--- config.mk ---
export PLATFORM = sky130hd
export DESIGN_NAME = regfile_access_ctrl
export DESIGN_NICKNAME = d
export VERILOG_FILES = /design/src/rtl/rf_pkg.sv /design/src/rtl/rf_scoreboard.sv /design/src/rtl/regfile_access_ctrl.sv
export SDC_FILE = /design/constraint.sdc
export NUM_CORES = 1
export LEC_CHECK = 0
export ABC_AREA = 1
export CORE_ASPECT_RATIO = 0.9
export CORE_MARGIN = 8
export CORE_UTILIZATION = 25
export DETAILED_ROUTE_END_ITERATION = 16
export HOLD_SLACK_MARGIN = 0.12
export PLACE_DENSITY = 0.54
export SLEW_MARGIN = 20
export SYNTH_ARGS = -nofsm -noshare
export SYNTH_HDL_FRONTEND = slang
export SYNTH_HIERARCHICAL = 1
export SYNTH_SLANG_ARGS = --single-unit
--- constraint.sdc ---
create_clock -name clk -period 3.5 [get_ports clk]
set_clock_uncertainty 0.2 [all_clocks]
set_input_delay 0.7 -clock clk [delete_from_list [all_inputs] [get_ports clk]]
set_output_delay 0.7 -clock clk [all_outputs]
set_load 0.03 [all_outputs]
--- src/rtl/rf_pkg.sv ---
// Shared register-file parameters and types used by the access controller,
// the register file and the execute stage.
package rf_pkg;

    localparam int unsigned DATA_W = 19;
    localparam int unsigned ADDR_W = 4;
    localparam int unsigned NREG   = 1 << ADDR_W;
    localparam int unsigned OP_W   = 5;

    typedef logic [DATA_W-1:0] data_t;
    typedef logic [ADDR_W-1:0] addr_t;
    typedef logic [NREG-1:0]   mask_t;
    typedef logic [OP_W-1:0]   op_t;

    typedef struct packed {
        logic  valid;
        op_t   op;
        addr_t rd;
        logic  wr_rd;
        data_t a;
        data_t b;
    } issue_t;

    typedef struct packed {
        logic  valid;
        addr_t rd;
        data_t data;
    } wb_t;

    function automatic mask_t reg_mask(input addr_t idx);
        mask_t m;
        m      = '0;
        m[idx] = 1'b1;
        return m;
    endfunction

endpackage

--- src/rtl/rf_scoreboard.sv ---
// Busy scoreboard for in-flight destinations; answers the RAW/WAW hazard query
// with the register being written back this cycle already treated as free.
module rf_scoreboard
    import rf_pkg::*;
(
    input  logic              clk_i,
    input  logic              rst_i,
    input  logic              set_en_i,
    input  logic [ADDR_W-1:0] set_idx_i,
    input  logic              clr_en_i,
    input  logic [ADDR_W-1:0] clr_idx_i,
    input  logic              use_rs1_i,
    input  logic [ADDR_W-1:0] rs1_i,
    input  logic              use_rs2_i,
    input  logic [ADDR_W-1:0] rs2_i,
    input  logic              wr_rd_i,
    input  logic [ADDR_W-1:0] rd_i,
    output logic [NREG-1:0]   busy_o,
    output logic              hazard_o
);

    mask_t busy_q, busy_d;
    mask_t busy_eff;

    always_comb begin
        busy_eff = busy_q;
        if (clr_en_i) begin
            busy_eff = busy_q & ~reg_mask(clr_idx_i);
        end
    end

    always_comb begin
        hazard_o = (use_rs1_i && busy_eff[rs1_i]) ||
                   (use_rs2_i && busy_eff[rs2_i]) ||
                   (wr_rd_i   && busy_eff[rd_i]);
    end

    // Applying the set after the clear makes a same-edge set win.
    always_comb begin
        busy_d = busy_eff;
        if (set_en_i) begin
            busy_d = busy_d | reg_mask(set_idx_i);
        end
        if (rst_i) begin
            busy_d = '0;
        end
    end

    always_ff @(posedge clk_i) begin
        busy_q <= busy_d;
    end

    assign busy_o = busy_q;

endmodule

--- src/rtl/regfile_access_ctrl.sv ---
// Register-file initiator: reads operands for decoded instructions into the issue
// register, stages execute results onto the write port and guards hazards.
module regfile_access_ctrl
    import rf_pkg::*;
(
    input  logic              clk,
    input  logic              rst,
    input  logic              dec_valid,
    output logic              dec_ready,
    input  logic [OP_W-1:0]   dec_op,
    input  logic [ADDR_W-1:0] dec_rs1,
    input  logic [ADDR_W-1:0] dec_rs2,
    input  logic [ADDR_W-1:0] dec_rd,
    input  logic              dec_use_rs1,
    input  logic              dec_use_rs2,
    input  logic              dec_wr_rd,
    output logic [ADDR_W-1:0] read_reg1,
    output logic [ADDR_W-1:0] read_reg2,
    input  logic [DATA_W-1:0] read_data1,
    input  logic [DATA_W-1:0] read_data2,
    output logic [ADDR_W-1:0] write_reg,
    output logic [DATA_W-1:0] write_data,
    output logic              reg_write,
    output logic              ex_valid,
    input  logic              ex_ready,
    output logic [OP_W-1:0]   ex_op,
    output logic [ADDR_W-1:0] ex_rd,
    output logic              ex_wr_rd,
    output logic [DATA_W-1:0] ex_a,
    output logic [DATA_W-1:0] ex_b,
    input  logic              res_valid,
    input  logic [ADDR_W-1:0] res_rd,
    input  logic [DATA_W-1:0] res_data,
    output logic [NREG-1:0]   busy,
    output logic              wb_err
);

    issue_t issue_q, issue_d;
    wb_t    wb_q, wb_d;
    logic   wb_err_q, wb_err_d;
    logic   hazard;
    logic   accept;
    logic   byp1, byp2;
    data_t  opnd_a, opnd_b;
    mask_t  busy_vec;

    assign read_reg1  = dec_rs1;
    assign read_reg2  = dec_rs2;

    assign reg_write  = wb_q.valid;
    assign write_reg  = wb_q.rd;
    assign write_data = wb_q.data;

    assign ex_valid   = issue_q.valid;
    assign ex_op      = issue_q.op;
    assign ex_rd      = issue_q.rd;
    assign ex_wr_rd   = issue_q.wr_rd;
    assign ex_a       = issue_q.a;
    assign ex_b       = issue_q.b;

    assign busy       = busy_vec;
    assign wb_err     = wb_err_q;

    rf_scoreboard u_scoreboard (
        .clk_i     (clk),
        .rst_i     (rst),
        .set_en_i  (accept && dec_wr_rd),
        .set_idx_i (dec_rd),
        .clr_en_i  (wb_q.valid),
        .clr_idx_i (wb_q.rd),
        .use_rs1_i (dec_use_rs1),
        .rs1_i     (dec_rs1),
        .use_rs2_i (dec_use_rs2),
        .rs2_i     (dec_rs2),
        .wr_rd_i   (dec_wr_rd),
        .rd_i      (dec_rd),
        .busy_o    (busy_vec),
        .hazard_o  (hazard)
    );

    // The file has not yet absorbed the staged write, so forward it.
    always_comb begin
        byp1   = wb_q.valid && (wb_q.rd == dec_rs1);
        byp2   = wb_q.valid && (wb_q.rd == dec_rs2);
        opnd_a = '0;
        opnd_b = '0;
        if (dec_use_rs1) begin
            opnd_a = byp1 ? wb_q.data : read_data1;
        end
        if (dec_use_rs2) begin
            opnd_b = byp2 ? wb_q.data : read_data2;
        end
    end

    always_comb begin
        dec_ready = !rst && !hazard && (!issue_q.valid || ex_ready);
        accept    = dec_valid && dec_ready;
    end

    always_comb begin
        issue_d = issue_q;
        if (accept) begin
            issue_d = '{valid: 1'b1, op: dec_op, rd: dec_rd, wr_rd: dec_wr_rd,
                        a: opnd_a, b: opnd_b};
        end else if (issue_q.valid && ex_ready) begin
            issue_d.valid = 1'b0;
        end
        if (rst) begin
            issue_d = '0;
        end
    end

    always_comb begin
        wb_d     = '{valid: res_valid, rd: res_rd, data: res_data};
        wb_err_d = wb_err_q || (res_valid && !busy_vec[res_rd]);
        if (rst) begin
            wb_d     = '0;
            wb_err_d = 1'b0;
        end
    end

    always_ff @(posedge clk) begin
        issue_q  <= issue_d;
        wb_q     <= wb_d;
        wb_err_q <= wb_err_d;
    end

endmodule

# Word level (Yosys, flattened, before mapping)
# Index checks and enable logic that the tools add are counted.
totals:
  regBits: 90
  elab_cells: 65
  output_inout_bits: 99
op_classes:
  n_bitwise: 3
  n_lt_le_gt_ge: 7
  n_reduce_logical: 22
  n_eq_ne: 2
  mux: 20
ops:
  columns: ["op", "count"]
  rows:
  - ["19-bit two-way mux", 4]
  - ["16-bit two-way mux", 2]
  - ["4-bit by 5-bit < comparator with 1-bit output, second input constant", 5]
  - ["16-bit bitwise AND", 1]
  - ["1-bit binary-select mux with 4-bit select", 4]
  - ["16-bit inverter", 1]
  - ["16-bit bitwise OR", 1]
  - ["1-bit logical AND", 13]
  - ["1-bit demux with 4-bit select", 2]
  - ["4-bit equality test", 2]
  - ["4-bit by 1-bit greater-or-equal comparator with 1-bit output, second input constant", 2]
  - ["1-bit two-way mux", 8]
  - ["1-bit logical NOT", 4]
  - ["1-bit logical OR", 4]
  - ["2-bit nonzero test", 1]

# Depth between registers and ports, before layout
# Gate-level depths: netlist (run 1).
depth:
  ltp_word: 18
  ltp_mapped: 18

# Hierarchy
# Netlist (run 1), hierarchy kept.
modules_own_cells:
  columns: ["mod", "cells_each", "instances", "area_per_inst_um2", "seq_area_each_um2"]
  rows:
  - ["regfile_access_ctrl", 522, 1, 3542.1, 1481.4]
  - ["rf_scoreboard", 222, 1, 1317.5, 320.3]

# Worst setup path before layout (run 1)
# Ideal clock, no wire load.
synth_timing:
  kind: "input port to output port"
  startpoint: "in dec_rs2[0]"
  endpoint: "out dec_ready"
  setup_slack_ns: 0.272
  stages: 10
  t_arrival_ns: 2.328
  cell_sequence: "clkbuf_1 inv_1 nand3_1 nand3_1 nand3_1 nand3_1 nand3_1 nand3_1 nor3_4 clkbuf_1"
synth_via:
  elab_chain_cells: 8
synth_lines:
  columns: ["item", "line", "text"]
  rows:
  - ["start, declared", "regfile_access_ctrl.sv:12", "input logic [ADDR_W-1:0] dec_rs2,"]
  - ["1-bit binary-select mux with 4-bit select", "rf_scoreboard.sv:34", "(use_rs2_i && busy_eff[rs2_i]) ||"]
  - ["1-bit two-way mux (implied by the code)", "rf_scoreboard.sv:34", null]
  - ["1-bit logical AND", "rf_scoreboard.sv:34", null]
  - ["1-bit logical OR", "rf_scoreboard.sv:33", "hazard_o = (use_rs1_i && busy_eff[rs1_i]) ||"]
  - ["1-bit logical OR", "rf_scoreboard.sv:34", null]
  - ["net hazard", "regfile_access_ctrl.sv:41", "logic hazard;"]
  - ["1-bit logical NOT", "regfile_access_ctrl.sv:96", "dec_ready = !rst && !hazard && (!issue_q.valid || ex_ready);"]
  - ["1-bit logical AND (2 in series)", "regfile_access_ctrl.sv:96", null]
  - ["end, declared", "regfile_access_ctrl.sv:9", "output logic dec_ready,"]
# The timed path passes the listed nets, and every way through them passes these cells. The select of a mux whose other input is x is not followed.

# Final worst setup path (run 1)
layout_timing:
  startpoint: "reg wb_q (netlist bit write_reg[3])"
  endpoint: "out dec_ready"
layout_via:
  elab_chain_cells: 15
  elab_cells_between_ends: 22
  cone_classes: "order compare (2); mux (9); bitwise (2); reduce/logical (9)"
layout_lines:
  columns: ["item", "line", "text"]
  rows:
  - ["start, declared", "regfile_access_ctrl.sv:39", "wb_t wb_q, wb_d;"]
  - ["start signal, assigned", "regfile_access_ctrl.sv:124", "wb_q <= wb_d;"]
  - ["4-bit by 5-bit < comparator with 1-bit output (implied by the code) or 4-bit by 1-bit greater-or-equal comparator with 1-bit output (tied branches)", "rf_pkg.sv:33", "m[idx] = 1'b1;"]
  - ["1-bit logical AND (implied by the code)", "rf_pkg.sv:33", null]
  - ["1-bit two-way mux (implied by the code)", "rf_pkg.sv:33", null]
  - ["1-bit demux with 4-bit select *", null, null]
  - ["16-bit inverter *", "rf_scoreboard.sv:28", "busy_eff = busy_q & ~reg_mask(clr_idx_i);"]
  - ["16-bit bitwise AND *", "rf_scoreboard.sv:28", null]
  - ["16-bit two-way mux *", "rf_scoreboard.sv:27", "if (clr_en_i) begin"]
  - ["1-bit binary-select mux with 4-bit select (on tied branches)", "rf_scoreboard.sv:33, rf_scoreboard.sv:34", null]
  - ["1-bit two-way mux (on tied branches)", "rf_scoreboard.sv:33, rf_scoreboard.sv:34", null]
  - ["1-bit logical AND (on tied branches)", "rf_scoreboard.sv:33, rf_scoreboard.sv:34", null]
  - ["1-bit logical OR", "rf_scoreboard.sv:33", null]
  - ["1-bit logical OR *", "rf_scoreboard.sv:34", null]
  - ["net hazard", "regfile_access_ctrl.sv:41", null]
  - ["1-bit logical NOT *", "regfile_access_ctrl.sv:96", null]
  - ["1-bit logical AND * (2 in series)", "regfile_access_ctrl.sv:96", null]
# Mark *: on every way through the listed nets, which the timed path passes. The rest lies on a longest branch. The select of a mux whose other input is x is not followed.

==> results of run 1 <==
-- path summary, 6_finish.rpt --
kind                              startpoint         to  slack (ns)  cells past startpoint
worst min-delay path                  wb_err     wb_err        0.25                      2
worst max-delay path            write_reg[3]  dec_ready        0.11                     11
worst min register to register        wb_err     wb_err        0.25                      2
worst max register to register  write_reg[3]    ex_b[5]        0.44                     15
-- worst reg2reg max path: cells and delay by family (launching register included) --
| family | cells | cell delay [ns] |
|---|---|---|
| flops | 1 | 0.40 |
| compound gates | 1 | 0.14 |
| simple gates | 12 | 2.01 |
| buf+inv | 2 | 0.24 |
-- cells by family (layout without fill, tap and decap cells) --
family / Yosys count / in the layout / synth area share
compound gates: 71 / 71 / 0.0736
xor+xnor: 2 / 2 / 0.00361
buf+inv: 168 / 345 / 0.144
flops: 90 / 90 / 0.371
simple gates: 413 / 413 / 0.408
-- power by group through the flow --
stage | Clock [µW] | Sequential, µW | Combinational, µW
after floorplan | 0 | 1170 | 215
after global placement | 0 | 1110 | 537
after detailed placement | 0 | 1110 | 537
after CTS | 1120 | 1080 | 540
after global routing | 1150 | 1090 | 583
final | 1080 | 1080 | 539
-- placed cells by master (no fill, tap or decap), types with 3 or more instances in the layout --
cell	instances
nand3_1	163
a21oi_1	66
inv_2	3
dfxtp_1	86
inv_6	3
buf_4	26
nor2_1	35
dfxtp_2	4
nor2_2	8
inv_1	117
nand3_2	7
nand4_1	38
nand2_1	152
clkdlybuf4s50_1	182
o21ai_0	4
clkbuf_16	9
-- cell type report --
cell class / instances / area [µm²]
sequential: 90 / 1810
multi-input combinational: 486 / 2380
tap: 250 / 313
clock buffer: 9 / 225
timing repair buffer: 208 / 2020
fill: 2092 / 11800
inverter: 121 / 454
clock inverter: 7 / 98.8
-- layer usage --
layer / GRT usage / vias up / wire length (µm)
met4: 0.0577 / 0 / 461
met5: 0 / - / 0
met1: 0.219 / 2511 / 9230
li1: - / 2755 / -
met3: 0.0448 / 31 / 1650
met2: 0.247 / 225 / 8960
-- metrics by stage --
step | instances | hold slack [ns] | worst slack, ns | util | total power, µW
final | 1171 | 0.253 | 0.115 | 0.382 | 2700
after global routing | 1171 | 0.273 | 0.00853 | 0.382 | 2820
after CTS | 1169 | 0.260 | 0.00226 | 0.380 | 2740
after detailed placement | 1153 | 0.246 | 0.106 | 0.363 | 1640
after global placement | 1153 | 0.244 | 0.0960 | 0.363 | 1640
after floorplan | 744 | 0.375 | 0.272 | - | 1380
-- timing repair --
action	4_1_cts	5_1_grt
gates cloned	0	0
setup endpoints to repair	1	1
setup buffers	0	2
gates resized for setup	1	5
pin swaps	0	1
==> flow_summary.yaml, run 1 <==
status:
  status: "complete, no violations"
power_and_ir_drop:
  power.internal_uw: 1920
  p_leak_uw: 0.00296
  swShare: 0.289
  power.density_nw_per_um2: 370
  comb_power_share: 0.200
  p_switching_uw: 781
  p_clk_frac: 0.399
  seq_power_share: 0.402
  vdd_drop_max_mv: 0.273
floorplan:
  rows: 48
  die_x_um: 163
  ios: 185
  die_y_um: 148
  start_util: 0.254
  dieArea_um2: 24200
  core_area_um2: 19100
routing:
  vias: 5522
  postRouteAntennaNets: 0
  drt_wl_total_mm: 20.3
  drc: 0
  dr.pass1.iters: 5
  vias_per_cell: 4.72
  wl_per_cell_um: 17.3
  drt-initial-drc-count: 450
yosys:
  ys_ff_latch: 90
  syn-instance-count: 744
  synthArstFlopShare: 0
  synth_top_area_share: 0.371
  synth_cell_types: 26
  synth_most_common_cell: "nand3_1"
  synth_area_leaders: "dfxtp_1 37%, nand3_1 17%, nand2_1 12%, inv_1 9.0%, a21oi_1 6.8%"
  yosys_warnings: 6
  syn_area_um2: 4860
  yosys.area.top_type: "dfxtp_1"
  syn_nets: 830
  ys.flop_type: "dfxtp_1"
  synth.avg_cell_area_um2: 6.53
  synth-edff-count: 0
  synth_common_cells: "164 x nand3_1, 152 x nand2_1, 117 x inv_1"
  synth-seq-area-share: 0.371
cells_and_area:
  nets: 1002
  syn2layout_area_growth_pct: 50.0
  diodes: 0
  drive_gt1_frac: 0.0793
  fin_area_um2: 7290
global_routing:
  grt-ovfl-total: 0
  grt_pass1_wl_mm: 30.8
  antenna_found_initial: 0
  grt_pass1_vias: 5295
  grt_use_total: 0.164
  grt_max_degree: 49
clock_tree:
  root_buffer: "clkbuf_16"
  worstSkewPairLatency_ns: 0.35
  cts_tree: "done"
  cts_made_buffers: 9
  cts.htree.levels: 3
  clk_pin_slew_ns: 0.07
  cts_hold_buf: 0
  cts.sinks: 90
  cts_buffer_depth: 2
sta:
  setup_viol: 0
  final_hold_viol_count: 0
  slew_headroom: 0.630
  fmax_ghz: 0.295
  rsz0062_at_grt: "no"
  tightest_slew_ns: 0.555
  tns_ns: 0
  final_max_slew_viol_count: 0
  layout_min_cycle_time_ns: 3.39
  finalCritPeriodShare: 0.967
flow_run:
  cap_violations: 0
worst_setup_path:
  arrival_ns: 2.49
  required_ns: 2.60
  cp_cell_sequence: "inv_1 -> nor2_2 -> nand3_1 -> nand3_1 -> nand3_1 -> nand3_1 -> nand3_1 -> nand3_1 -> nand3_1 -> nor3_4 -> buf_4"
  critPathKind: "register to primary output"
  crit_path_frequent_cell: "nand3_1"
  path_buf_inv: 2
  crit_path_end_kind: "primary output"
  path_max_fanout: 6
  cp-start-kind: "register"
  critical-path-slowest-cell: "dfxtp_2"
  path_delay_family: "simple AND/OR/NAND/NOR gates"
  critPathMaxStageDelay_ns: 0.40
hold_path:
  hold_class: "register to register"
placed_design:
  place_hpwl_mm: 14.8
  gp_congestion: 0.926
  placed_area_um2: 6940
  port_buffers: 184
No activity file was read; power rests on OpenSTA's default activity.
==> inputs of run 2 (changes only) <==
--- a/config.mk
+++ b/config.mk
@@ -8,10 +8,10 @@
 export ABC_AREA = 1
 export CORE_ASPECT_RATIO = 0.9
 export CORE_MARGIN = 8
-export CORE_UTILIZATION = 25
+export CORE_UTILIZATION = 45
 export DETAILED_ROUTE_END_ITERATION = 16
 export HOLD_SLACK_MARGIN = 0.12
-export PLACE_DENSITY = 0.54
+export PLACE_DENSITY = 0.86
 export SLEW_MARGIN = 20
 export SYNTH_ARGS = -nofsm -noshare
 export SYNTH_HDL_FRONTEND = slang
==> flow_summary.yaml, run 2 (synthesis gave the netlist of run 1 again) <==
routing:
  drt-initial-drc-count: 690
  vias: 5697
  vias_per_cell: 5.42
  wl_per_cell_um: 18.1
  dr.pass1.iters: 5
  drc: 0
  drt_wl_total_mm: 19.0
  postRouteAntennaNets: 0
worst_setup_path:
  rr_endpoint: "ex_b[8]"
  critPathMaxStageDelay_ns: 0.44
  reg2reg_slack_ns: 0.40
  path_max_fanout: 6
  crit_path_end_kind: "primary output"
  critPathKind: "register to primary output"
  arrival_ns: 2.49
  cp_cell_sequence: "inv_2 -> nor2_2 -> nand3_1 -> nand3_1 -> nand3_1 -> nand3_1 -> nand3_1 -> nand3_1 -> nand3_2 -> nor3_4 -> buf_6 -> buf_4"
  required_ns: 2.60
  r2r-start: "write_reg[1]"
  r2r_cells: 16
  crit_path_frequent_cell: "nand3_1"
  cp-start-kind: "register"
  critical-path-slowest-cell: "dfxtp_2"
cells_and_area:
  final_cell_mix: "181 x clkdlybuf4s50_1, 161 x nand3_1, 152 x nand2_1"
  finalNonFillerCells: 1052
  final_core_util: 0.669
  diodes: 0
  fillCellCount: 965
  syn2layout_area_growth_pct: 46.9
  final_common_cell: "clkdlybuf4s50_1"
  regArea_um2: 1810
  multi_input_area_um2: 2380
  drive_gt1_frac: 0.0805
  nets: 1000
power_and_ir_drop:
  swShare: 0.293
  seq_power_share: 0.409
  p_switching_uw: 778
  p_clk_frac: 0.388
  power.density_nw_per_um2: 372
  vdd_drop_max_mv: 0.230
  power.internal_uw: 1870
  comb_power_share: 0.203
  p_total_uw: 2650
  p_leak_uw: 0.00296
sta:
  setup_viol: 0
  layout_min_cycle_time_ns: 3.39
  finalCritPeriodShare: 0.968
  tightest_slew_ns: 0.934
  final_hold_viol_count: 0
  slew_headroom: 0.377
  fmax_ghz: 0.295
  final_max_slew_viol_count: 0
global_routing:
  antenna_found_initial: 0
  grt_pass1_wl_mm: 29.4
  grt-ovfl-total: 0
  grt_max_degree: 91
  grt_pass1_vias: 5421
  grt_use_total: 0.257
clock_tree:
  root_buffer: "clkbuf_16"
  cts_tree: "done"
  cts.htree.levels: 3
  clk_pin_slew_ns: 0.07
  worstSkewPairLatency_ns: 0.34
  cts_made_buffers: 9
  cts.sinks: 90
  cts_buffer_depth: 2
placed_design:
  dpl.cell_count: 1034
  gp_congestion: 0.978
  port_buffers: 184
  place_hpwl_mm: 13.8
floorplan:
  ios: 185
  dieArea_um2: 14400
  die_x_um: 126
  die_y_um: 115
  core_area_um2: 10700
  rows: 36
  start_util: 0.455
hold_path:
  hp-start: "wb_err"
  hold_end: "wb_err"
  hold_class: "register to register"
  hold_depth: 2
status:
  status: "complete, no violations"
flow_run:
  cap_violations: 0
## run 2: cell count changes in the layout (fill, tap and decap cells not counted), moves of 2 or more
cell	delta
nor2_2	-5
inv_1	-4
buf_4	-6
nand3_2	+2
buf_6	+3
nor2_1	+4
inv_2	+4
nand3_1	-2
## run 2: critical path: cells and delay by family (launching register included)
| family | cells | cell delay [ns] |
|---|---|---|
| buf+inv | 3 | 0.37 |
| flops | 1 | 0.44 |
| simple gates | 9 | 1.34 |
## run 2: how the worst max path moves through the flow
stage	depth (start not counted)	slack, ns	start	to
floorplan	10	0.27	dec_rs2[0]	dec_ready
global placement	11	0.13	dec_rs1[0]	dec_ready
detailed placement	11	0.08	dec_rd[0]	dec_ready
CTS	12	0.05	write_reg[1]	dec_ready
global route	12	-0.01	write_reg[1]	dec_ready
finish	12	0.11	write_reg[1]	dec_ready
## run 2: cell type report
class,instances,area share
Sequential cell,90,0.253
Clock inverter,6,0.0107
Tap cell,133,0.0233
Clock buffer,10,0.0335
Multi-Input combinational cell,486,0.334
Inverter,121,0.0636
Timing Repair Buffer,206,0.282
## run 2: timing repair
action,in CTS,in global routing
gates resized for setup,2,16
setup buffers,0,2
hold endpoints to repair,0,0
hold buffers,0,0
pin swaps,0,1
endpoints found under the setup margin,1,1
## run 2: power by group through the flow
| stage | sequential, µW | clock, µW | combinational, µW |
|---|---|---|---|
| 2_1_floorplan | 1170 | 0 | 215 |
| 3_3_place_gp | 1110 | 0 | 520 |
| 3_5_place_dp | 1110 | 0 | 523 |
| 4_1_cts | 1080 | 1050 | 527 |
| 5_1_grt | 1090 | 1090 | 578 |
| 6_report | 1080 | 1030 | 539 |
## run 2: routing by layer
layer / track usage / part of all wire
met3: 0.0587 / 0.096
met2: 0.415 / 0.46
met1: 0.330 / 0.43
met4: 0.0875 / 0.022
met5: 0 / 0
## run 2: through the flow
stage	setup TNS (ns)	hold WS [ns]	cell area (µm²)	worst slack [ns]
finish	0	0.248	7140	0.111
global route	-0.0105	0.274	7140	-0.0105
CTS	0	0.252	7080	0.0532
detailed placement	0	0.241	6770	0.0824
global placement	0	0.239	6770	0.128
floorplan	0	0.375	4860	0.272
==> inputs of run 3 (changes only) <==
==> constraint.sdc (replaced) <==
create_clock -name clk -period 3.5 [get_ports clk]
set_clock_uncertainty 0.2 [all_clocks]
set_input_delay 0.7 -clock clk [delete_from_list [all_inputs] [get_ports clk]]
set_output_delay 0.7 -clock clk [all_outputs]
set_load 0.005 [all_outputs]
==> flow_summary.yaml, run 3 (synthesis gave the netlist of run 1 again) <==
worst_setup_path:
  critPathMaxStageDelay_ns: 0.44
  r2r_cells: 16
  crit_start: "dec_rd[0]"
  crit_path_frequent_cell: "nand3_1"
  r2r-start: "write_reg[3]"
  path_max_fanout: 13
  reg2reg_slack_ns: 0.33
  arrival_ns: 2.45
  setup.worst_path.end: "dec_ready"
  rr_endpoint: "u_scoreboard/busy_o[3]"
  critPathKind: "input port to primary output"
  required_ns: 2.60
  critical-path-slowest-cell: "clkdlybuf4s50_1"
  crit_path_end_kind: "primary output"
  cp_cell_sequence: "clkdlybuf4s50_1 -> buf_4 -> nand3_1 -> nand3_1 -> nand3_1 -> nand3_1 -> nand3_1 -> nand3_1 -> nor3_4 -> dlygate4sd2_1"
  cp-start-kind: "input port"
clock_tree:
  cts-resized-gates: 9
  cts_tree: "done"
  cts_hold_buf: 0
  cts_buffer_depth: 2
  clk_pin_slew_ns: 0.06
  worstSkewPairLatency_ns: 0.33
  cts_made_buffers: 9
  cts.htree.levels: 3
  post_cts_buffers: 0
  root_buffer: "clkbuf_16"
  cts.sinks: 90
power_and_ir_drop:
  seq_power_share: 0.430
  vdd_drop_max_mv: 0.277
  comb_power_share: 0.185
  p_clk_frac: 0.385
  power.density_nw_per_um2: 353
  swShare: 0.263
  p_leak_uw: 0.00296
  power.internal_uw: 1860
  p_switching_uw: 662
global_routing:
  grt_use_total: 0.261
  grt-ovfl-total: 0
  grt_max_degree: 91
  antenna_found_initial: 0
  grt_pass1_wl_mm: 29.6
  grt_pass1_vias: 5335
cells_and_area:
  fin_area_um2: 7150
  final_cell_mix: "182 x clkdlybuf4s50_1, 160 x nand3_1, 152 x nand2_1"
  nets: 1004
  final_common_cell: "clkdlybuf4s50_1"
  fillCellCount: 938
  diodes: 0
  final_core_util: 0.669
  syn2layout_area_growth_pct: 47.0
  drive_gt1_frac: 0.0758
sta:
  final_max_slew_viol_count: 0
  tns_ns: 0
  tightest_slew_ns: 0.962
  fmax_ghz: 0.298
  setup_viol: 0
  holdWs_ns: 0.253
  layout_min_cycle_time_ns: 3.35
  slew_headroom: 0.358
  rsz0062_at_grt: "no"
  final_hold_viol_count: 0
  finalCritPeriodShare: 0.957
placed_design:
  place_hpwl_mm: 14.0
  gp_congestion: 0.991
  placed_area_um2: 6810
  port_buffers: 184
routing:
  vias_per_cell: 5.45
  drt-initial-drc-count: 571
  postRouteAntennaNets: 0
  dr.pass1.iters: 7
  vias: 5759
  drt_wl_total_mm: 19.2
  drc: 0
  wl_per_cell_um: 18.2
hold_path:
  hold_class: "register to register"
floorplan:
  start_util: 0.455
  die_x_um: 126
  dieArea_um2: 14400
  rows: 36
  die_y_um: 115
  core_area_um2: 10700
  ios: 185
status:
  status: "complete, no violations"
flow_run:
  cap_violations: 0
## run 3: cell type report
class	instances	area [µm²]	share of cell area
tap	133	166	0.0233
sequential	90	1810	0.253
inverter	121	454	0.0636
multi-input combinational	486	2390	0.335
clock inverter	4	51.3	0.00718
clock buffer	12	246	0.0345
timing repair buffer	210	2030	0.284
## run 3: worst max-delay path, delay by kind of cell
family        cells  cell delay (ns)
simple gates      7             0.84
buf+inv           3             0.91
## run 3: routing by layer
metal  part of all wire  routed length, µm  vias to the layer above  global-route usage
met5                  0                  0                        -                   0
met4              0.031                599                        0               0.103
met3               0.11               2020                       49              0.0819
met2               0.45               8560                      337               0.399
met1               0.42               8030                     2616               0.336
li1                   -                  -                     2757                   -
## run 3: stage by stage
stage | cells | total power [µW] | worst slack, ns
3_5_place_dp | 1040 | 1560 | -0.0999
6_report | 1056 | 2520 | 0.149
2_1_floorplan | 744 | 1310 | 0.475
3_3_place_gp | 1040 | 1560 | -0.0709
5_1_grt | 1056 | 2620 | 0.00623
4_1_cts | 1056 | 2530 | 0.175
## run 3: how the worst min path moves through the flow
stage | startpoint | endpoint | slack (ns) | depth (start not counted)
after floorplan | wb_err | wb_err | 0.25 | 2
after global placement | wb_err | wb_err | 0.24 | 2
after detailed placement | ex_op[2] | ex_op[2] | 0.25 | 2
after CTS | wb_err | wb_err | 0.26 | 2
after global routing | wb_err | wb_err | 0.27 | 2
final | wb_err | wb_err | 0.25 | 2
## run 3: power by group through the flow
stage | clock [µW] | combinational, µW | sequential (µW)
after global routing | 1030 | 504 | 1090
final | 971 | 466 | 1080
after detailed placement | 0 | 457 | 1110
after floorplan | 0 | 204 | 1100
after CTS | 982 | 462 | 1080
after global placement | 0 | 455 | 1100
